File: src/rtl/nf10_xgmii_tx_encoder.sv
// ---------------------------------------------------------------------------
// nf10_xgmii_tx_encoder
//
// Transmit-side encoder for the 10G port. Takes egress packets from a 64-bit
// AXI4-Stream slave and produces a 64-bit XGMII transmit stream. It inserts
// the Start/preamble word, places Terminate after the last valid byte, fills
// idle between frames, and enforces a minimum inter-frame gap of C_IFG_WORDS
// all-idle words. Frames are forwarded verbatim (FCS is already in the stream).
//
// Handshake: a beat transfers on every rising edge where s_axis_tvalid and
// s_axis_tready are both high. tready is registered and depends only on the
// FSM state: high in DATA and DROP, low in IDLE, TERM and IFG. A master that
// lets tvalid fall in DATA has underrun the link. The frame is aborted with an
// Error word, and its remaining beats are drained in DROP.
//
// Parameters:
//   C_S_AXIS_DATA_WIDTH   stream data width (only 64 supported)
//   C_S_AXIS_TUSER_WIDTH  sideband width (ignored)
//   C_IFG_WORDS           idle words after each frame, minimum 1
//
// Ports:
//   axi_aclk        clock, also the XGMII transmit clock
//   axi_reset       synchronous active-high reset
//   s_axis_tdata    frame bytes, byte 0 in [7:0] goes first on the wire
//   s_axis_tstrb    byte enables, used on the last beat only
//   s_axis_tuser    ignored
//   s_axis_tvalid   beat valid
//   s_axis_tready   beat accepted when tvalid & tready
//   s_axis_tlast    final beat of the frame
//   xgmii_txd       XGMII data, lane k = bits [8k+7:8k]
//   xgmii_txc       XGMII per-lane control flags
//   tx_frame_count  frames terminated normally
//   tx_error_count  frames aborted on underrun
//
// Build option: define NF10_XGMII_TX_STATS_EN to build the two counters.
// Without it, both counter ports are tied to zero.
// ---------------------------------------------------------------------------
module nf10_xgmii_tx_encoder #(
    parameter int C_S_AXIS_DATA_WIDTH  = 64,
    parameter int C_S_AXIS_TUSER_WIDTH = 128,
    parameter int C_IFG_WORDS          = 2
) (
    input  logic                                 axi_aclk,
    input  logic                                 axi_reset,
    input  logic [C_S_AXIS_DATA_WIDTH-1:0]       s_axis_tdata,
    input  logic [C_S_AXIS_DATA_WIDTH/8-1:0]     s_axis_tstrb,
    input  logic [C_S_AXIS_TUSER_WIDTH-1:0]      s_axis_tuser,
    input  logic                                 s_axis_tvalid,
    output logic                                 s_axis_tready,
    input  logic                                 s_axis_tlast,
    output logic [63:0]                          xgmii_txd,
    output logic [7:0]                           xgmii_txc,
    output logic [31:0]                          tx_frame_count,
    output logic [15:0]                          tx_error_count
);

    localparam logic [63:0] IDLE_WORD = 64'h0707070707070707;
    localparam logic [63:0] PRE_WORD  = 64'hD5555555555555FB;
    localparam logic [63:0] TERM_WORD = 64'h07070707070707FD;
    localparam logic [63:0] ERR_WORD  = 64'hFEFEFEFEFEFEFEFE;

    typedef enum logic [2:0] {
        ST_IDLE = 3'd0,
        ST_DATA = 3'd1,
        ST_TERM = 3'd2,
        ST_DROP = 3'd3,
        ST_IFG  = 3'd4
    } state_t;

    state_t      state;
    state_t      state_nxt;
    logic [15:0] ifg_cnt;
    logic        ifg_done;
    logic [3:0]  last_bytes;
    logic [63:0] txd_nxt;
    logic [7:0]  txc_nxt;
    logic        tready_nxt;
    logic        unused_tuser;

    assign unused_tuser = ^s_axis_tuser;
    assign ifg_done     = (ifg_cnt == 16'(C_IFG_WORDS - 1));

    // The byte count is taken from the highest set strobe bit, not a popcount,
    // so a sparse strobe still places Terminate just above the top byte.
    always_comb begin
        last_bytes = 4'd0;
        for (int k = 0; k < 8; k++) begin
            if (s_axis_tstrb[k]) begin
                last_bytes = 4'(k + 1);
            end
        end
    end

    // State register. The outputs are registered here as well.
    always_ff @(posedge axi_aclk) begin
        if (axi_reset) begin
            state         <= ST_IDLE;
            ifg_cnt       <= 16'd0;
            xgmii_txd     <= IDLE_WORD;
            xgmii_txc     <= 8'hFF;
            s_axis_tready <= 1'b0;
        end else begin
            state         <= state_nxt;
            ifg_cnt       <= (state == ST_IFG) ? ifg_cnt + 16'd1 : 16'd0;
            xgmii_txd     <= txd_nxt;
            xgmii_txc     <= txc_nxt;
            s_axis_tready <= tready_nxt;
        end
    end

    // Next-state logic. In DATA and DROP, tready is known to be high, so
    // tvalid alone marks an accepted beat.
    always_comb begin
        state_nxt = state;
        case (state)
            ST_IDLE: if (s_axis_tvalid) state_nxt = ST_DATA;
            ST_DATA: begin
                if (!s_axis_tvalid) begin
                    state_nxt = ST_DROP;
                end else if (s_axis_tlast) begin
                    state_nxt = (last_bytes == 4'd8) ? ST_TERM : ST_IFG;
                end
            end
            ST_TERM: state_nxt = ST_IFG;
            ST_DROP: if (s_axis_tvalid && s_axis_tlast) state_nxt = ST_IFG;
            ST_IFG:  if (ifg_done) state_nxt = ST_IDLE;
            default: state_nxt = ST_IDLE;
        endcase
    end

    // Output logic. It computes the word and the tready value for the next
    // cycle.
    always_comb begin
        txd_nxt    = IDLE_WORD;
        txc_nxt    = 8'hFF;
        tready_nxt = (state_nxt == ST_DATA) || (state_nxt == ST_DROP);
        case (state)
            ST_IDLE: begin
                if (s_axis_tvalid) begin
                    txd_nxt = PRE_WORD;
                    txc_nxt = 8'h01;
                end
            end
            ST_DATA: begin
                if (!s_axis_tvalid) begin
                    txd_nxt = ERR_WORD;
                end else if (!s_axis_tlast || last_bytes == 4'd8) begin
                    txd_nxt = s_axis_tdata;
                    txc_nxt = 8'h00;
                end else begin
                    // Short last beat: data, then Terminate, then idle fill.
                    for (int k = 0; k < 8; k++) begin
                        if (4'(k) < last_bytes) begin
                            txd_nxt[8*k +: 8] = s_axis_tdata[8*k +: 8];
                            txc_nxt[k]        = 1'b0;
                        end else if (4'(k) == last_bytes) begin
                            txd_nxt[8*k +: 8] = 8'hFD;
                        end
                    end
                end
            end
            ST_TERM: txd_nxt = TERM_WORD;
            default: ;
        endcase
    end

`ifdef NF10_XGMII_TX_STATS_EN
    logic frame_done;
    logic frame_abort;

    assign frame_done  = (state == ST_DATA) && s_axis_tvalid && s_axis_tlast;
    assign frame_abort = (state == ST_DATA) && !s_axis_tvalid;

    always_ff @(posedge axi_aclk) begin
        if (axi_reset) begin
            tx_frame_count <= 32'd0;
            tx_error_count <= 16'd0;
        end else begin
            if (frame_done)  tx_frame_count <= tx_frame_count + 32'd1;
            if (frame_abort) tx_error_count <= tx_error_count + 16'd1;
        end
    end
`else
    assign tx_frame_count = 32'd0;
    assign tx_error_count = 16'd0;
`endif

endmodule

File: config.mk
export PLATFORM = sky130hd
export DESIGN_NAME = nf10_xgmii_tx_encoder
export DESIGN_NICKNAME = d
export VERILOG_FILES = /design/src/rtl/nf10_xgmii_tx_encoder.sv
export SDC_FILE = /design/constraint.sdc
export NUM_CORES = 1
export LEC_CHECK = 0
export ABC_AREA = 1
export CAP_MARGIN = 20
export CORE_AREA = 2 2 125 127
export DETAILED_ROUTE_END_ITERATION = 8
export DIE_AREA = 0 0 127 129
export GPL_TIMING_DRIVEN = 1
export PLACE_DENSITY_LB_ADDON = 0.1
export RECOVER_POWER = 25
export SLEW_MARGIN = 10
export SYNTH_ARGS = -nofsm -noshare
export SYNTH_HDL_FRONTEND = slang
export SYNTH_SLANG_ARGS = --single-unit
File: constraint.sdc
create_clock -name axi_aclk -period 1.8 [get_ports axi_aclk]
set_clock_uncertainty 0.2 [all_clocks]
set_input_delay 0.27 -clock axi_aclk [delete_from_list [all_inputs] [get_ports axi_aclk]]
set_output_delay 0.27 -clock axi_aclk [all_outputs]
set_load 0.005 [all_outputs]
### Yosys cells after proc, flatten, opt, wreduce, memory -nomap -nowiden

Index checks and enable logic that the tools add are counted.

| cells by class | value |
|---|---|
| multiplexer cells | 47 |
| eq/ne operators | 15 |
| magnitude comparators | 8 |
| bitwise logic cells | 1 |
| reductions and logical operators | 7 |
| $add $sub $neg | 1 |

Operators by type and width:

| operator | count |
|---|---|
| $mux W64 | 3 |
| $pmux W64 S3 | 1 |
| $mux W8 | 19 |
| $mux W4 | 7 |
| $mux W3 | 6 |
| $add A16 B1 Y16 const B | 1 |
| $eq A16 B1 Y1 const B | 1 |
| $eq A3 B4 Y1 const A | 4 |
| $lt A3 B4 Y1 const A | 4 |
| $pmux W8 S2 | 1 |
| $pmux W3 S5 | 1 |
| $eq A3 B2 Y1 const B | 3 |
| $mux W1 | 9 |
| $eq A2 B4 Y1 const A | 2 |
| $lt A1 B4 Y1 const A | 2 |
| $lt A2 B4 Y1 const A | 2 |
| $eq A3 B1 Y1 const B | 2 |
| $eq A1 B4 Y1 const A | 1 |
| $eq A4 B4 Y1 const B | 1 |
| $logic_not A4 Y1 | 1 |
| $eq A3 B3 Y1 const B | 1 |
| $logic_not A3 Y1 | 1 |
| $logic_or A1 B1 Y1 | 2 |
| $reduce_or A2 Y1 | 1 |
| other kinds (3) | 3 |

| storage, ports and cells | value |
|---|---|
| output and inout port bits | 121 |
| register bits after elaboration | 92 |
| word-level logic and storage cells | 84 |
| input port bits | 204 |

### Logic depth before layout (Yosys ltp)

| logic depth | value |
|---|---|
| word-level depth | 15 |
| depth in mapped cells | 13 |
| mapped depth without buffers | 13 |

### Least setup slack after synthesis

No wires, ideal clock.

| timing path | value |
|---|---|
| path kind | register -> register |
| start | reg ifg_cnt[0] |
| end | reg ifg_cnt[12] |
| path buffers | 0 |
| required time | 1484 ps |
| setup slack | 111 ps |
| cell stages (with the launch flop) | 13 |
| library setup time | 116 ps |
| arrival time | 1374 ps |
| clock period less this slack | 1689 ps |
| cells stage by stage | dfxtp_1 -> ha_1 -> nand2_1 -> inv_1 -> nand3_2 -> nor2_1 -> nand2_1 -> nor2_2 -> nand2_2 -> nor3_4 -> nand2_1 -> nand2_1 -> a21oi_1 |

| on the way | value |
|---|---|
| longest elaborated chain between the ends | 1 |

RTL lines:

| what | line | RTL |
|---|---|---|
| start: declaration | 72 | `logic [15:0] ifg_cnt;` |
| start signal: assignment | 104 | `ifg_cnt <= (state == ST_IFG) ? ifg_cnt + 16'd1 : 16'd0;` |
| $add A16 B1 Y16 | 104 |  |

Every way passes these cells.
A chain may end at the register's enable or synchronous reset.

### Final worst setup path

| timing path | value |
|---|---|
| start | reg ifg_cnt[1] |
| end | reg ifg_cnt[12] |

The elaborated chain is that of the path after synthesis.

==> impl_results.md <==
* CTS clk-pin slew, worst paths at roughly 60 ps
* Routed length per instance at 15.2 µm
* ANT cells at 0
* RePlAce Congestion at 0.857
* Die ar. at 16400 µm²
* Setup Viol. Count Final at 1
* Leakage at about 2.8 nW
* CTS H-Tree Depth at 3
* Worst vdd ir at 0.388 mV
* Switching Fraction at 24.1%
* Clock share of power at 37.2%
* Chip width at 127 µm
* Row count at 45
* Yosys top cell area share at a little under half
* HP Class: in2reg
* Avg Inst Size Synth at 7.87 µm²
* Net Switching at 1.25 mW
* Pwr/cell area at 816 nW/µm²
* Seq/Total Area, Yosys at 46.4%
* Req. time, crit path at 1830 ps
* Dpl cell area at 5870 µm²
* DRC Markers at 0
* Int Pwr at 3.94 mW
* Arr. time, crit path at roughly 1800 ps
* WL final at between 10 and 15 mm
* DR iter-0 viols at 200
* Drt pass-1 iters at 6
* Max Cap Violations at 0
* Detailed placement HPWL at 10.7 mm
* Comb pwr share at between 10% and 20%
* Antenna violations before repair at 0
* Vias in the first global route at 3758
* Worst Setup End Kind: flop
* Failing checks: negative setup slack
* Area leader, netlist: dfxtp_1
* Layout net count at 917
* Share of post-route cells with drive strength above 1 at 17.3%
* Core box area at about 15000 µm²
* Cell area after layout at 6370 µm²
* Yosys reg bits at 92
* Reg2reg start: ifg_cnt[1]
* Port bufs at approximately 150
* Io pins at between 300 and 400
* Critical path fanouts, max at 3
* Cell Area, Synth at about 4000 µm²
* Via density at 4.26
* Startpoint class of the critical path: flop
* RSZ-0062 raised after global routing: true
* Final WS setup at -5.39 ps
* Cell count after synthesis at roughly 500
* Setup TNS at -5.39 ps
* Final hold violations at 0
* Max Fclk at 0.554 GHz
* Crit path kind: reg2reg
* CTS tree: done
* Sequential share of power at a little over two fifths
* Clk sinks at between 90 and 100
* Setup crit start: ifg_cnt[1]
* Yosys warning count at 0
* Insertion delay to the later sink of the worst-skew pair at ~340 ps
* CP endpoint: ifg_cnt[12]
* Pin count of the biggest net entering global routing at 18
* Total GRT Usage at 16.3%
* Reg2reg setup slack at -5 ps
* Area Overhead vs Synth at 60.6%
* RR Endpoint: ifg_cnt[12]
* Grt total ovfl at 0
* Total power at 5.19 mW
* Post-DRT Antenna Nets at 0
* Maximum clock path buffer count at 2
* First-pass GRT wire length at between 20 and 25 mm
* Clock tree root buffer cell: clkbuf_16
* Register-to-Register Path Depth at 12
* CTS buffer count at 9
* Max-slew violation count at 0
* Run status: finished with violations
* Synth cell types at 36
* Main area contributors after synthesis: dfxtp_1, nand2_1, buf_4
* Starting Density at about a quarter
* Crit share post-route at 100%
* Die Y at 129 µm
* Via count at 3842
* Tmin final at 1810 ps
-- worst max-delay path: stages (launching register included) --
cell     delay [ps]
dfxtp_4         360
ha_4            150
nand2_4          60
inv_4            60
nand3_4          70
nor2_4          150
nand2_4          80
nor2_4          100
nand2_2          80
nor3_4          200
nand2_1          70
nand2_1          90
a21oi_2          30
-- power groups by stage --
| stage | clock [mW] | combinational [mW] | sequential, mW |
|---|---|---|---|
| after global placement | 0 | 1.01 | 2.29 |
| after CTS | 1.99 | 1.02 | 2.25 |
| after detailed placement | 0 | 1.01 | 2.29 |
| final | 1.93 | 1.02 | 2.24 |
| after floorplan | 0 | 0.409 | 2.29 |
| after global routing | 2.05 | 1.12 | 2.26 |
-- sequential cells by signal, summed over array words and instances, names as in the netlist --
signal,count
s_axis_tready,1
xgmii_txc,8
state,3
xgmii_txd,64
ifg_cnt,16
-- cell usage in the layout (no fill, tap or decap), types with 4 or more instances in the layout --
cell / Yosys / final
nand2_1: 108 / 106
o21ai_1: 2 / 10
clkbuf_16: 0 / 9
o21ai_0: 36 / 28
inv_1: 41 / 40
nand3_1: 8 / 5
nand2_2: 11 / 7
buf_4: 50 / 52
dfxtp_1: 92 / 88
inv_2: 5 / 5
clkdlybuf4s50_1: 0 / 140
nor2_4: 4 / 8
a21oi_1: 65 / 63
nor2_1: 27 / 27
nand4_1: 4 / 4
nand3b_1: 4 / 4
a21oi_2: 1 / 4
nand2_4: 0 / 6
conb_1: 1 / 48
dlymetal6s2s_1: 0 / 5
nor3_1: 6 / 4
clkbuf_2: 0 / 4
-- kinds of logic (layout without fill, tap and decap cells) --
group | Yosys count | count (layout) | share of synthesized area [%]
AOI/OAI and AO/OA | 112 | 112 | 15.0
xor gates and xnor gates | 2 | 2 | 0.442
adders and majority gates | 2 | 2 | 0.631
buffers and inverters | 109 | 271 | 15.3
DFF | 92 | 92 | 46.5
other | 1 | 48 | 0.0946
and+or+nand+nor | 186 | 186 | 22.0
-- metal layers --
layer / part of all wire (%) / routed length [µm] / vias to the layer above / GRT usage (%)
met3: 6.9 / 952 / 10 / 4.99
li1: - / - / 1934 / -
met1: 45 / 6200 / 1753 / 21.1
met2: 47 / 6390 / 145 / 26.8
met5: 0 / 0 / - / 0
met4: 1.2 / 165 / 0 / 4.07
-- timing repair --
action | in CTS | in global routing
hold buffers | 0 | 0
endpoints found under the setup margin | 20 | 48
pin swaps | 5 | 15
setup buffers | 2 | 8
resized for setup | 18 | 36
-- worst min-delay path by stage --
stage                          start            end  slack [ps]  cells past startpoint
CTS                      ifg_cnt[12]    ifg_cnt[12]         270                      2
detailed placement       ifg_cnt[12]    ifg_cnt[12]         260                      2
global route        s_axis_tdata[42]  xgmii_txd[42]         290                      2
floorplan           s_axis_tdata[10]  xgmii_txd[10]         160                      2
global placement         ifg_cnt[12]    ifg_cnt[12]         250                      2
finish               s_axis_tstrb[6]   xgmii_txc[3]         280                      5
-- per-stage QoR --
stage	worst slack [ps]	util (%)	cells	hold slack, ps
2_1_floorplan	111	-	551	162
3_3_place_gp	-411	39.2	878	255
3_5_place_dp	-432	39.2	878	262
4_1_cts	6.12	41.4	893	273
5_1_grt	-114	42.5	901	294
6_report	-5.39	42.5	901	281
-- final cells by class --
type / count / area, µm²
Fill cell: 1512 / 8610
Timing Repair Buffer: 212 / 2000
Sequential cell: 92 / 1850
Multi-Input combinational cell: 350 / 1810
Tap cell: 188 / 235
Clock buffer: 10 / 229
Inverter: 46 / 175
Clock inverter: 3 / 65.1
-- Yosys cell counts (all sizes together) --
| cell type | n |
|---|---|
| clkbuf | 7 |
| nor3 | 8 |
| o21ai | 39 |
| a21oi | 67 |
| nand3b | 4 |
| nand3 | 11 |
| nor2 | 36 |
| buf | 56 |
| nand2 | 119 |
| a32oi | 1 |
| nor4 | 2 |
| dfxtp | 92 |
| ha | 2 |
| conb | 1 |
| nand4 | 4 |
| xor2 | 2 |
| or2 | 1 |
| inv | 46 |
| nor3b | 1 |
| o211ai | 3 |
| o21a | 2 |
Note: power is estimated with default switching activity, not from simulation.
